File: src/rtl/booth_multiplier_pkg.sv
// booth_multiplier_pkg: shared state encoding, data width and iteration counts for the Booth multiplier.
package booth_multiplier_pkg;
    typedef enum logic [1:0] {IDLE, RUN, DONE} state_t;
    localparam int WIDTH = 32;
    localparam int CNT_W = 6;
    localparam int ITER_R2 = 32;
    localparam int ITER_R4 = 16;
endpackage

File: src/rtl/booth_multiplier_cl_adder.sv
// cl_adder: 32-bit add with carry-in and signed-overflow flag, built from generate/propagate terms.
module cl_adder
    import booth_multiplier_pkg::*;
(
    input  logic [WIDTH-1:0] a,
    input  logic [WIDTH-1:0] b,
    input  logic             cin,
    output logic [WIDTH-1:0] sum,
    output logic             overflow
);
    logic [WIDTH:0] c;
    logic [WIDTH-1:0] g, p;
    assign g = a & b;
    assign p = a ^ b;
    assign c[0] = cin;
    for (genvar i = 0; i < WIDTH; i++) begin : g_carry
        assign c[i+1] = g[i] | (p[i] & c[i]);
    end
    assign sum = p ^ c[WIDTH-1:0];
    assign overflow = c[WIDTH] ^ c[WIDTH-1];
endmodule

File: src/rtl/booth_multiplier.sv
// booth_multiplier: sequential radix-2 Booth multiplier (IDLE/RUN/DONE).
// Define BOOTH_MULT_RADIX4_EN for radix-4 recoding with 16 iterations.
module booth_multiplier
    import booth_multiplier_pkg::*;
(
    input  logic             clock,
    input  logic             reset_n,
    input  logic             ctrl_mult,
    input  logic [WIDTH-1:0] data_operandA,
    input  logic [WIDTH-1:0] data_operandB,
    output logic [WIDTH-1:0] data_result,
    output logic             data_exception,
    output logic             data_resultRDY
);
`ifdef BOOTH_MULT_RADIX4_EN
    localparam int HW = WIDTH + 2;
    localparam int ITERS = ITER_R4;
`else
    localparam int HW = WIDTH;
    localparam int ITERS = ITER_R2;
`endif
    localparam logic [CNT_W-1:0] LAST = CNT_W'(ITERS);

    state_t state, state_nx;
    logic [CNT_W-1:0] cnt;
    logic [HW-1:0] hi, hi_nx;
    logic [WIDTH-1:0] m, lo, lo_nx;
    logic q, q_nx, exc, finish;

`ifdef BOOTH_MULT_RADIX4_EN
    logic [2:0] trip;
    logic [HW-1:0] m_ext, addend, sum;
    assign trip = {lo[1:0], q};
    assign m_ext = {{2{m[WIDTH-1]}}, m};
    assign addend = (trip == 3'b001 || trip == 3'b010) ? m_ext :
                    (trip == 3'b011) ? m_ext << 1 :
                    (trip == 3'b100) ? -(m_ext << 1) :
                    (trip == 3'b101 || trip == 3'b110) ? -m_ext : '0;
    assign sum = hi + addend;
    assign hi_nx = {{2{sum[HW-1]}}, sum[HW-1:2]};
    assign lo_nx = {sum[1:0], lo[WIDTH-1:2]};
    assign q_nx = lo[1];
`else
    logic [WIDTH-1:0] add_b, sum;
    logic add_cin, ovf;
    assign add_cin = lo[0] & ~q;
    assign add_b = (lo[0] ^ q) ? (add_cin ? ~m : m) : '0;
    cl_adder u_adder (
        .a(hi),
        .b(add_b),
        .cin(add_cin),
        .sum(sum),
        .overflow(ovf)
    );
    // Overflow-corrected sign keeps M = 0x80000000 exact through the shift.
    assign hi_nx = {sum[WIDTH-1] ^ ovf, sum[WIDTH-1:1]};
    assign lo_nx = {sum[0], lo[WIDTH-1:1]};
    assign q_nx = lo[0];
`endif

    assign finish = (state == RUN) && (cnt == LAST);
    assign exc = ~(&{hi, lo[WIDTH-1]}) & (|{hi, lo[WIDTH-1]});
    assign data_resultRDY = (state == DONE);

    always_ff @(posedge clock or negedge reset_n)
        if (!reset_n)
            state <= IDLE;
        else
            state <= state_nx;

    always_comb begin
        state_nx = ctrl_mult ? RUN :
                   finish ? DONE :
                   (state == DONE) ? IDLE : state;
    end

    always_ff @(posedge clock or negedge reset_n)
        if (!reset_n) begin
            m <= '0;
            hi <= '0;
            lo <= '0;
            q <= 1'b0;
            cnt <= '0;
            data_result <= '0;
            data_exception <= 1'b0;
        end else if (ctrl_mult) begin
            m <= data_operandA;
            hi <= '0;
            lo <= data_operandB;
            q <= 1'b0;
            cnt <= '0;
        end else if (finish) begin
            data_result <= lo;
            data_exception <= exc;
        end else if (state == RUN) begin
            hi <= hi_nx;
            lo <= lo_nx;
            q <= q_nx;
            cnt <= cnt + 1'b1;
        end
endmodule

File: config.mk
export PLATFORM = sky130hd
export DESIGN_NAME = booth_multiplier
export DESIGN_NICKNAME = d
export VERILOG_FILES = /design/src/rtl/booth_multiplier_pkg.sv /design/src/rtl/booth_multiplier_cl_adder.sv /design/src/rtl/booth_multiplier.sv
export SDC_FILE = /design/constraint.sdc
export NUM_CORES = 1
export LEC_CHECK = 0
export CORE_MARGIN = 3
export CORE_UTILIZATION = 59
export DETAILED_ROUTE_END_ITERATION = 8
export PLACE_DENSITY = 0.83
export SYNTH_ARGS = -nofsm -noshare
export SYNTH_HDL_FRONTEND = slang
export SYNTH_SLANG_ARGS = --single-unit
File: constraint.sdc
create_clock -name clock -period 30.4 [get_ports clock]
set_input_delay 6.08 -clock clock [delete_from_list [all_inputs] [get_ports clock]]
set_output_delay 6.08 -clock clock [all_outputs]
set_load 0.05 [all_outputs]
==> metrics.cfg, run 1 <==
[run_status]
status=complete, no violations

[timing]
slew_viol_final=0
setup_tns_ps=0
final_hold_viol_count=0
relSlewSlack=0.356
fmax_ghz=0.0633
rsz0062_at_grt=no
finClkSkew_ps=5.53
fin_crit_ps=15800
final.period_utilization=0.520
worst_slew_pin_slew_ps=966
setup_violations=0

[grt]
grt_pass1_wl_mm=23.5
grt_pass1_vias=4877
grt-ovfl-total=0
grt_use_total=0.224
antenna_found_initial=0
grt_max_degree=94

[pwr]
power_density_nw_per_um2=66.3
p_int_uw=412
p_seq_frac=0.410
p_comb_frac=0.231
sw_frac_of_total=0.294
clkPwrFrac=0.359
net-switching-power_uw=172
p_leak_uw=0.00398
ir_drop_v=0.0000403
total_power_uw=584

[critical_path]
crit_family=adder cells
startpoint_type=flop
crit_arrival_ps=16080
critPathKind=flop to flop
crit_start=q
crit_buf_inv=1
cpPeakStageDelay_ps=770
path_depth=38
worstPathMaxFanout=33
r2r-end=hi[30]
worstPathRequired_ps=30680
cp-endpoint=hi[30]
cpMostUsedCell=fa_1
reg2reg_setup_slack_ps=14600
r2r_start=q
slowest_stage=ha_2
worst-r2r-cell-count=38
end_kind=flop

[yosys]
syn-num-nets=699
yosysTopAreaCell=dfrtp_1
synth_flop_cell=dfrtp_1
seq_area_frac_synth=0.480
synth_cells=596
syn_avg_cell_area_um2=12.1
synthTopCellsByArea=dfrtp_1 48%, mux2_2 10%, fa_1 9.2%
synth.most_common_cell=dfrtp_1
synth_cell_types=37
yosysWarnings=0
ys_async_sr_fraction=1.00
synth_edf_count=0
synth_top_area_frac=0.480
synth_common_cells=138 x dfrtp_1, 64 x mux2_2, 40 x nor2_1
syn-cell-area_um2=7190
ys_seq_elements=138

[route]
via_per_inst=5.47
drc=0
num_vias=4595
drtPass1Iterations=4
wl_per_cell_um=16.6
wl_mm=13.9
ant_nets=0
drt_iter0_drc=347

[layout]
fin_util=0.754
final_cells=840
syn_to_final_growth_pct=22.3
diodes=0
fin_nets=787
drive_gt1_frac=0.184
nFillCells=757

[clocking]
post_cts_buffers=0
clockBufferDepth=2
cts.clk_slew.worst_paths_ps=60
cts_resized=0
clock_latency_ps=420
cts_sinks=138
htreeDepth=4
cts_root_buf=clkbuf_16
cts_buffers=17
cts_tree=done
cts_hold_repair.buffers=0

[die]
die_h_um=116
fp.coreArea_um2=11700
row_count=39
io_pins=101
initial_core_util=0.616
dieArea_um2=13500
die-width_um=116

[place]
place.gp.congestion=0.810
io_buffer_count=100
hpwl_mm=9.32
dp.cells=808

[run]
cap_violations=0

[hold_path]
min_path_type=flop to flop
min-delay-start=data_result[3]

-- worst min path at each step --
stage | endpoint | slack [ps] | cells after the start
2_1_floorplan | q | 490 | 2
3_3_place_gp | data_result[17] | 490 | 1
3_5_place_dp | data_result[3] | 490 | 1
4_1_cts | data_result[3] | 510 | 1
5_1_grt | data_result[3] | 510 | 1
6_report | data_result[3] | 500 | 1
-- flip-flops by register name, indices dropped and copies added, names as in the netlist --
name,count
cnt,6
hi,32
data_result,32
q,1
lo,32
m,32
data_exception,1
state,2
-- power groups by stage --
stage / clock network [uW] / logic [uW] / registers [uW]
4_1_cts: 213 / 138 / 239
5_1_grt: 222 / 154 / 243
3_5_place_dp: 0 / 135 / 242
3_3_place_gp: 0 / 128 / 240
2_1_floorplan: 0 / 92.5 / 239
6_report: 209 / 135 / 239
-- logic make-up after synthesis --
| group | count (synthesis) | synth area share |
|---|---|---|
| compound gates | 68 | 0.0750 |
| mux | 99 | 0.149 |
| flops | 138 | 0.480 |
| buf+inv | 75 | 0.0529 |
| xor+xnor | 37 | 0.0451 |
| simple gates | 143 | 0.100 |
| fa+ha+maj | 36 | 0.0971 |
-- layout make-up --
cell class,instances,area (um^2),area share
Clock buffer,21,470,0.0535
Clock inverter,11,144,0.0164
Inverter,39,146,0.0166
Multi-Input combinational cell,383,3360,0.383
Sequential cell,138,3450,0.393
Tap cell,143,179,0.0203
Timing Repair Buffer,105,1040,0.118
-- through the flow --
step | area [um^2] | setup WS (ps) | hold slack (ps)
3_3_place_gp | 8180 | 14740 | 487
3_5_place_dp | 8180 | 14550 | 493
6_report | 8790 | 14600 | 503
2_1_floorplan | 7190 | 15520 | 486
5_1_grt | 8790 | 13960 | 510
4_1_cts | 8790 | 14440 | 506
-- per-layer routing --
metal / global-route usage / routed length (um) / up-vias
li1: - / - / 2176
met1: 0.289 / 6150 / 2276
met2: 0.368 / 6800 / 121
met3: 0.0606 / 735 / 22
met4: 0.0758 / 239 / 0
met5: 0 / 0 / -
-- placed cells by master (no fill, tap or decap), types with 2 or more instances in the layout --
| cell | instances |
|---|---|
| mux2_2 | 64 |
| buf_4 | 6 |
| o21ai_0 | 31 |
| a211oi_1 | 11 |
| xnor2_1 | 4 |
| a211oi_2 | 20 |
| nand2_1 | 38 |
| xor2_1 | 33 |
| nand3_1 | 2 |
| clkbuf_8 | 3 |
| fa_1 | 33 |
| mux2i_1 | 35 |
| ha_1 | 2 |
| nand2b_1 | 32 |
| clkinv_2 | 3 |
| a21oi_1 | 2 |
| inv_1 | 39 |
| clkbuf_16 | 17 |
| nor4_1 | 10 |
| nor2b_1 | 4 |
| bufinv_16 | 3 |
| dfrtp_1 | 138 |
| clkinvlp_4 | 4 |
| clkdlybuf4s50_1 | 98 |
| nor2_1 | 40 |
| nand4_1 | 10 |
(Power assumes the default switching activity.)
==> run 2: changes to the inputs <==
Settings changed: CORE_UTILIZATION 59 to 50, PLACE_DENSITY 0.83 to 0.75.
Clock period 30.4 ns to 13.6 ns, I/O delays scaled along.
==> run 2 against run 1 <==
- maximum frequency increased by 19%
- utilization down 12 points
- via count grew 1.3%
- register-to-register slack worse by 14000 ps
- hold slack better by 0.55 ps
- count of clock-buffer cells in the layout fell by 2
- clock power rose by 110%
- flip-flop and latch count stayed put
==> metrics.cfg, run 2 (synthesis results as in run 1) <==
[timing]
setup_violations=0
fmax_ghz=0.0755
setup_tns_ps=0
timing.final.ws_setup_ps=358
fin_crit_ps=13240
finClkSkew_ps=7.82
final_hold_viol_count=0
slew_viol_final=0
whs_ps=503
rsz0062_at_grt=no
worst_slew_pin_slew_ps=1020
relSlewSlack=0.322
final.period_utilization=0.974

[critical_path]
startpoint_type=flop
cpPeakStageDelay_ps=500
path_depth=38
crit_arrival_ps=13520
cpMostUsedCell=fa_2
worst-r2r-cell-count=38
r2r-end=hi[30]
reg2reg_setup_slack_ps=360
crit_start=q
worstPathMaxFanout=2
end_kind=flop
crit_buf_inv=1
crit_family=adder cells
r2r_start=q
worstPathRequired_ps=13880
slowest_stage=fa_1
cp-endpoint=hi[30]
critPathKind=flop to flop

[pwr]
net-switching-power_uw=401
sw_frac_of_total=0.311
p_int_uw=888
p_comb_frac=0.245
p_seq_frac=0.415
ir_drop_v=0.000109
power_density_nw_per_um2=145
p_leak_uw=0.00400
clkPwrFrac=0.340

[grt]
antenna_found_initial=0
grt_max_degree=87
grt_use_total=0.192
grt_pass1_wl_mm=24.7
grt_pass1_vias=5024
grt-ovfl-total=0

[run_status]
status=complete, no violations

[route]
drtPass1Iterations=4
drc=0
wl_mm=14.5
wl_per_cell_um=16.5
via_per_inst=5.28
drt_iter0_drc=252
num_vias=4654
ant_nets=0

[layout]
mostFrequentLayoutCells=138 x dfrtp_1, 98 x clkdlybuf4s50_1, 64 x mux2_2
nFillCells=1052
final_common_cell=dfrtp_1
fin_nets=791
diodes=0
drive_gt1_frac=0.234
fin_util=0.636
syn_to_final_growth_pct=23.8

[clocking]
htreeDepth=4
cts.clk_slew.worst_paths_ps=60
cts_root_buf=clkbuf_16
cts_tree=done
cts_buffers=17
post_cts_buffers=0
clock_latency_ps=420
cts_sinks=138
clockBufferDepth=2

[die]
initial_core_util=0.514
io_pins=101
dieArea_um2=15900
die-width_um=126
die_h_um=126
fp.coreArea_um2=14000
row_count=43

[place]
dp_slack_ps=-339
hpwl_mm=9.75
io_buffer_count=100
place.gp.congestion=0.750

[run]
cap_violations=0

[hold_path]
min_path_type=flop to flop

-- run 2: changes by cell type in the layout (fill, tap and decap cells not counted), sizes merged --
cell      before  now
buf            7   11
bufinv         3    1
clkbuf        21   19
clkinv         4    7
clkinvlp       4    2
inv           39   42
-- run 2: what timing repair did --
action / 4_1_cts / 5_1_grt
gates cloned: 0 / 0
pin swaps: 1 / 8
resized for setup: 7 / 1
setup endpoints to repair: 2 / 1
hold buffers: 0 / 0
-- run 2: area by class of cell --
class / instances / area [um^2] / area share
clock buffers: 19 / 453 / 0.0509
flip-flops and latches: 138 / 3450 / 0.388
inverters: 39 / 146 / 0.0164
well taps: 180 / 225 / 0.0253
repair buffers: 109 / 1060 / 0.119
multi-input cells: 383 / 3440 / 0.387
clock inverters: 13 / 118 / 0.0132
-- run 2: how the worst min path moves through the flow --
| stage | start | to | slack, ps | cells after the start |
|---|---|---|---|---|
| after floorplan | q | q | 490 | 2 |
| after global placement | data_result[14] | data_result[14] | 490 | 1 |
| after detailed placement | data_result[19] | data_result[19] | 490 | 1 |
| after CTS | data_result[19] | data_result[19] | 510 | 1 |
| after global routing | data_result[0] | data_result[0] | 520 | 1 |
| final | data_result[19] | data_result[19] | 500 | 1 |
-- run 2: per-layer routing --
metal  share of wire  track usage  wire length (um)
met5               0            0                 0
met3           0.050       0.0496               726
met1            0.43        0.254              6310
met4           0.012       0.0593               176
met2            0.50        0.314              7290
-- run 2: power by group through the flow --
stage / combinational (uW) / sequential, uW / clock, uW
after global routing: 358 / 543 / 466
after detailed placement: 316 / 539 / 0
after CTS: 324 / 533 / 448
final: 316 / 535 / 439
after floorplan: 217 / 535 / 0
after global placement: 299 / 534 / 0
-- run 2: per-stage QoR --
step                      area (um^2)  total power [uW]  cells
after floorplan                  7250               751    596
after global placement           8310               834    849
after detailed placement         8310               855    849
after CTS                        8900              1300    881
after global routing             8900              1370    881
final                            8900              1290    881
==> run 3: changes to the inputs <==
Settings changed: SLEW_MARGIN set to 20.
==> run 3 against run 2 <==
- die area did not move
- clock skew down 0.81 ps
- combinational power is essentially flat
- critical path depth stayed put
- hold slack hardly changed
- final area is 0.22% higher
- via count hardly changed
- power about the same
- maximum frequency hardly changed
- highest routed layer unchanged
- sequential share of layout area down 0.087 points
- clock power about the same
==> metrics.cfg, run 3 (synthesis results as in run 1) <==
[run_status]
status=complete, no violations

[timing]
fin_crit_ps=13250
setup_tns_ps=0
final.period_utilization=0.974
finClkSkew_ps=7.01
setup_violations=0
rsz0062_at_grt=no
worst_slew_pin_slew_ps=956
fmax_ghz=0.0755
whs_ps=503
relSlewSlack=0.363
final_hold_viol_count=0
slew_viol_final=0

[grt]
grt-ovfl-total=0
grt_max_degree=87
grtUsageMet1=0.254
grt_use_total=0.192
grt_busiest_layer=met2
grt_pass1_wl_mm=24.7
antenna_found_initial=0
grt_pass1_vias=5024
use_met2=0.314
met3_usage=0.0496

[die]
die-width_um=126
dieArea_um2=15900
die_h_um=126
fp.coreArea_um2=14000
row_count=43
initial_core_util=0.514
io_pins=101

[clocking]
cts_sinks=138
clock_latency_ps=420
cts_hold_repair.buffers=0
cts_root_buf=clkbuf_16
htreeDepth=4
clockBufferDepth=2
cts_tree=done
cts.clk_slew.worst_paths_ps=60
cts_buffers=17
post_cts_buffers=0

[pwr]
p_leak_uw=0.00401
power_density_nw_per_um2=144
ir_drop_v=0.000109

[route]
ant_nets=0
drtPass1Iterations=4
drt_iter0_drc=257
wl_per_cell_um=16.5
num_vias=4651
via_per_inst=5.27
wl_mm=14.5
drc=0

[layout]
syn_to_final_growth_pct=24.1
drive_gt1_frac=0.235
final_area_um2=8920
fin_nets=792
diodes=0
final_common_cell=dfrtp_1
fin_util=0.638
final_cells=882
mostFrequentLayoutCells=138 x dfrtp_1, 98 x clkdlybuf4s50_1, 64 x mux2_2
nFillCells=1050

[critical_path]
critPathKind=flop to flop
worstPathMaxFanout=2
slowest_stage=fa_1
startpoint_type=flop
cpMostUsedCell=fa_2
crit_arrival_ps=13530
end_kind=flop
cpPeakStageDelay_ps=500
worstPathRequired_ps=13880

[hold_path]
min_path_type=flop to flop

[run]
cap_violations=0

[place]
postPlaceCellArea_um2=8310
dp.cells=849
io_buffer_count=100
hpwl_mm=9.75
place.gp.congestion=0.750

-- run 3: changes by cell type in the layout (fill, tap and decap cells not counted) --
cell    before  now
buf_12       0    1
-- run 3: where the power goes --
part | total (uW) | internal (uW) | switching, uW
logic | 317 | 154 | 163
registers | 535 | 473 | 61.5
clock network | 438 | 262 | 176
total | 1290 | 889 | 400
-- run 3: final timing paths --
path,endpoint,slack [ps],cells after the start,start
worst max-delay path,hi[30],350,38,q
worst min-delay path,data_result[19],500,1,data_result[19]
worst max register to register,hi[30],350,38,q
worst min register to register,data_result[19],500,1,data_result[19]
max in group asynchronous,m[8],9990,3,reset_n
min in group asynchronous,lo[7],2360,1,reset_n
-- run 3: area by class of cell --
cell class / count / area [um^2] / area share
sequential: 138 / 3450 / 0.387
clock inverter: 13 / 118 / 0.0132
multi-input combinational: 383 / 3440 / 0.386
timing repair buffer: 110 / 1080 / 0.121
inverter: 39 / 146 / 0.0164
tap: 180 / 225 / 0.0252
clock buffer: 19 / 453 / 0.0508
-- run 3: per-stage QoR --
stage	setup WS, ps	total power, uW
floorplan	2.42	751
global placement	-125	834
detailed placement	-339	855
CTS	53.0	1300
global route	34.2	1370
finish	351	1290
-- run 3: layer usage --
metal	share of wire	wire [um]
met2	0.50	7310
met1	0.44	6340
met4	0.011	162
met5	0	0
met3	0.050	720
-- run 3: what timing repair did --
item / CTS / global route
setup endpoints to repair: 2 / 1
pin swaps: 1 / 8
resized for setup: 7 / 1
cloned: 0 / 0
-- run 3: critical path: cells and delay by family (launching register included) --
kind / cells / cell delay [ps]
buf+inv: 1 / 60
fa+ha+maj: 33 / 12150
xor+xnor: 1 / 180
mux: 1 / 60
flops: 1 / 370
simple gates: 2 / 260
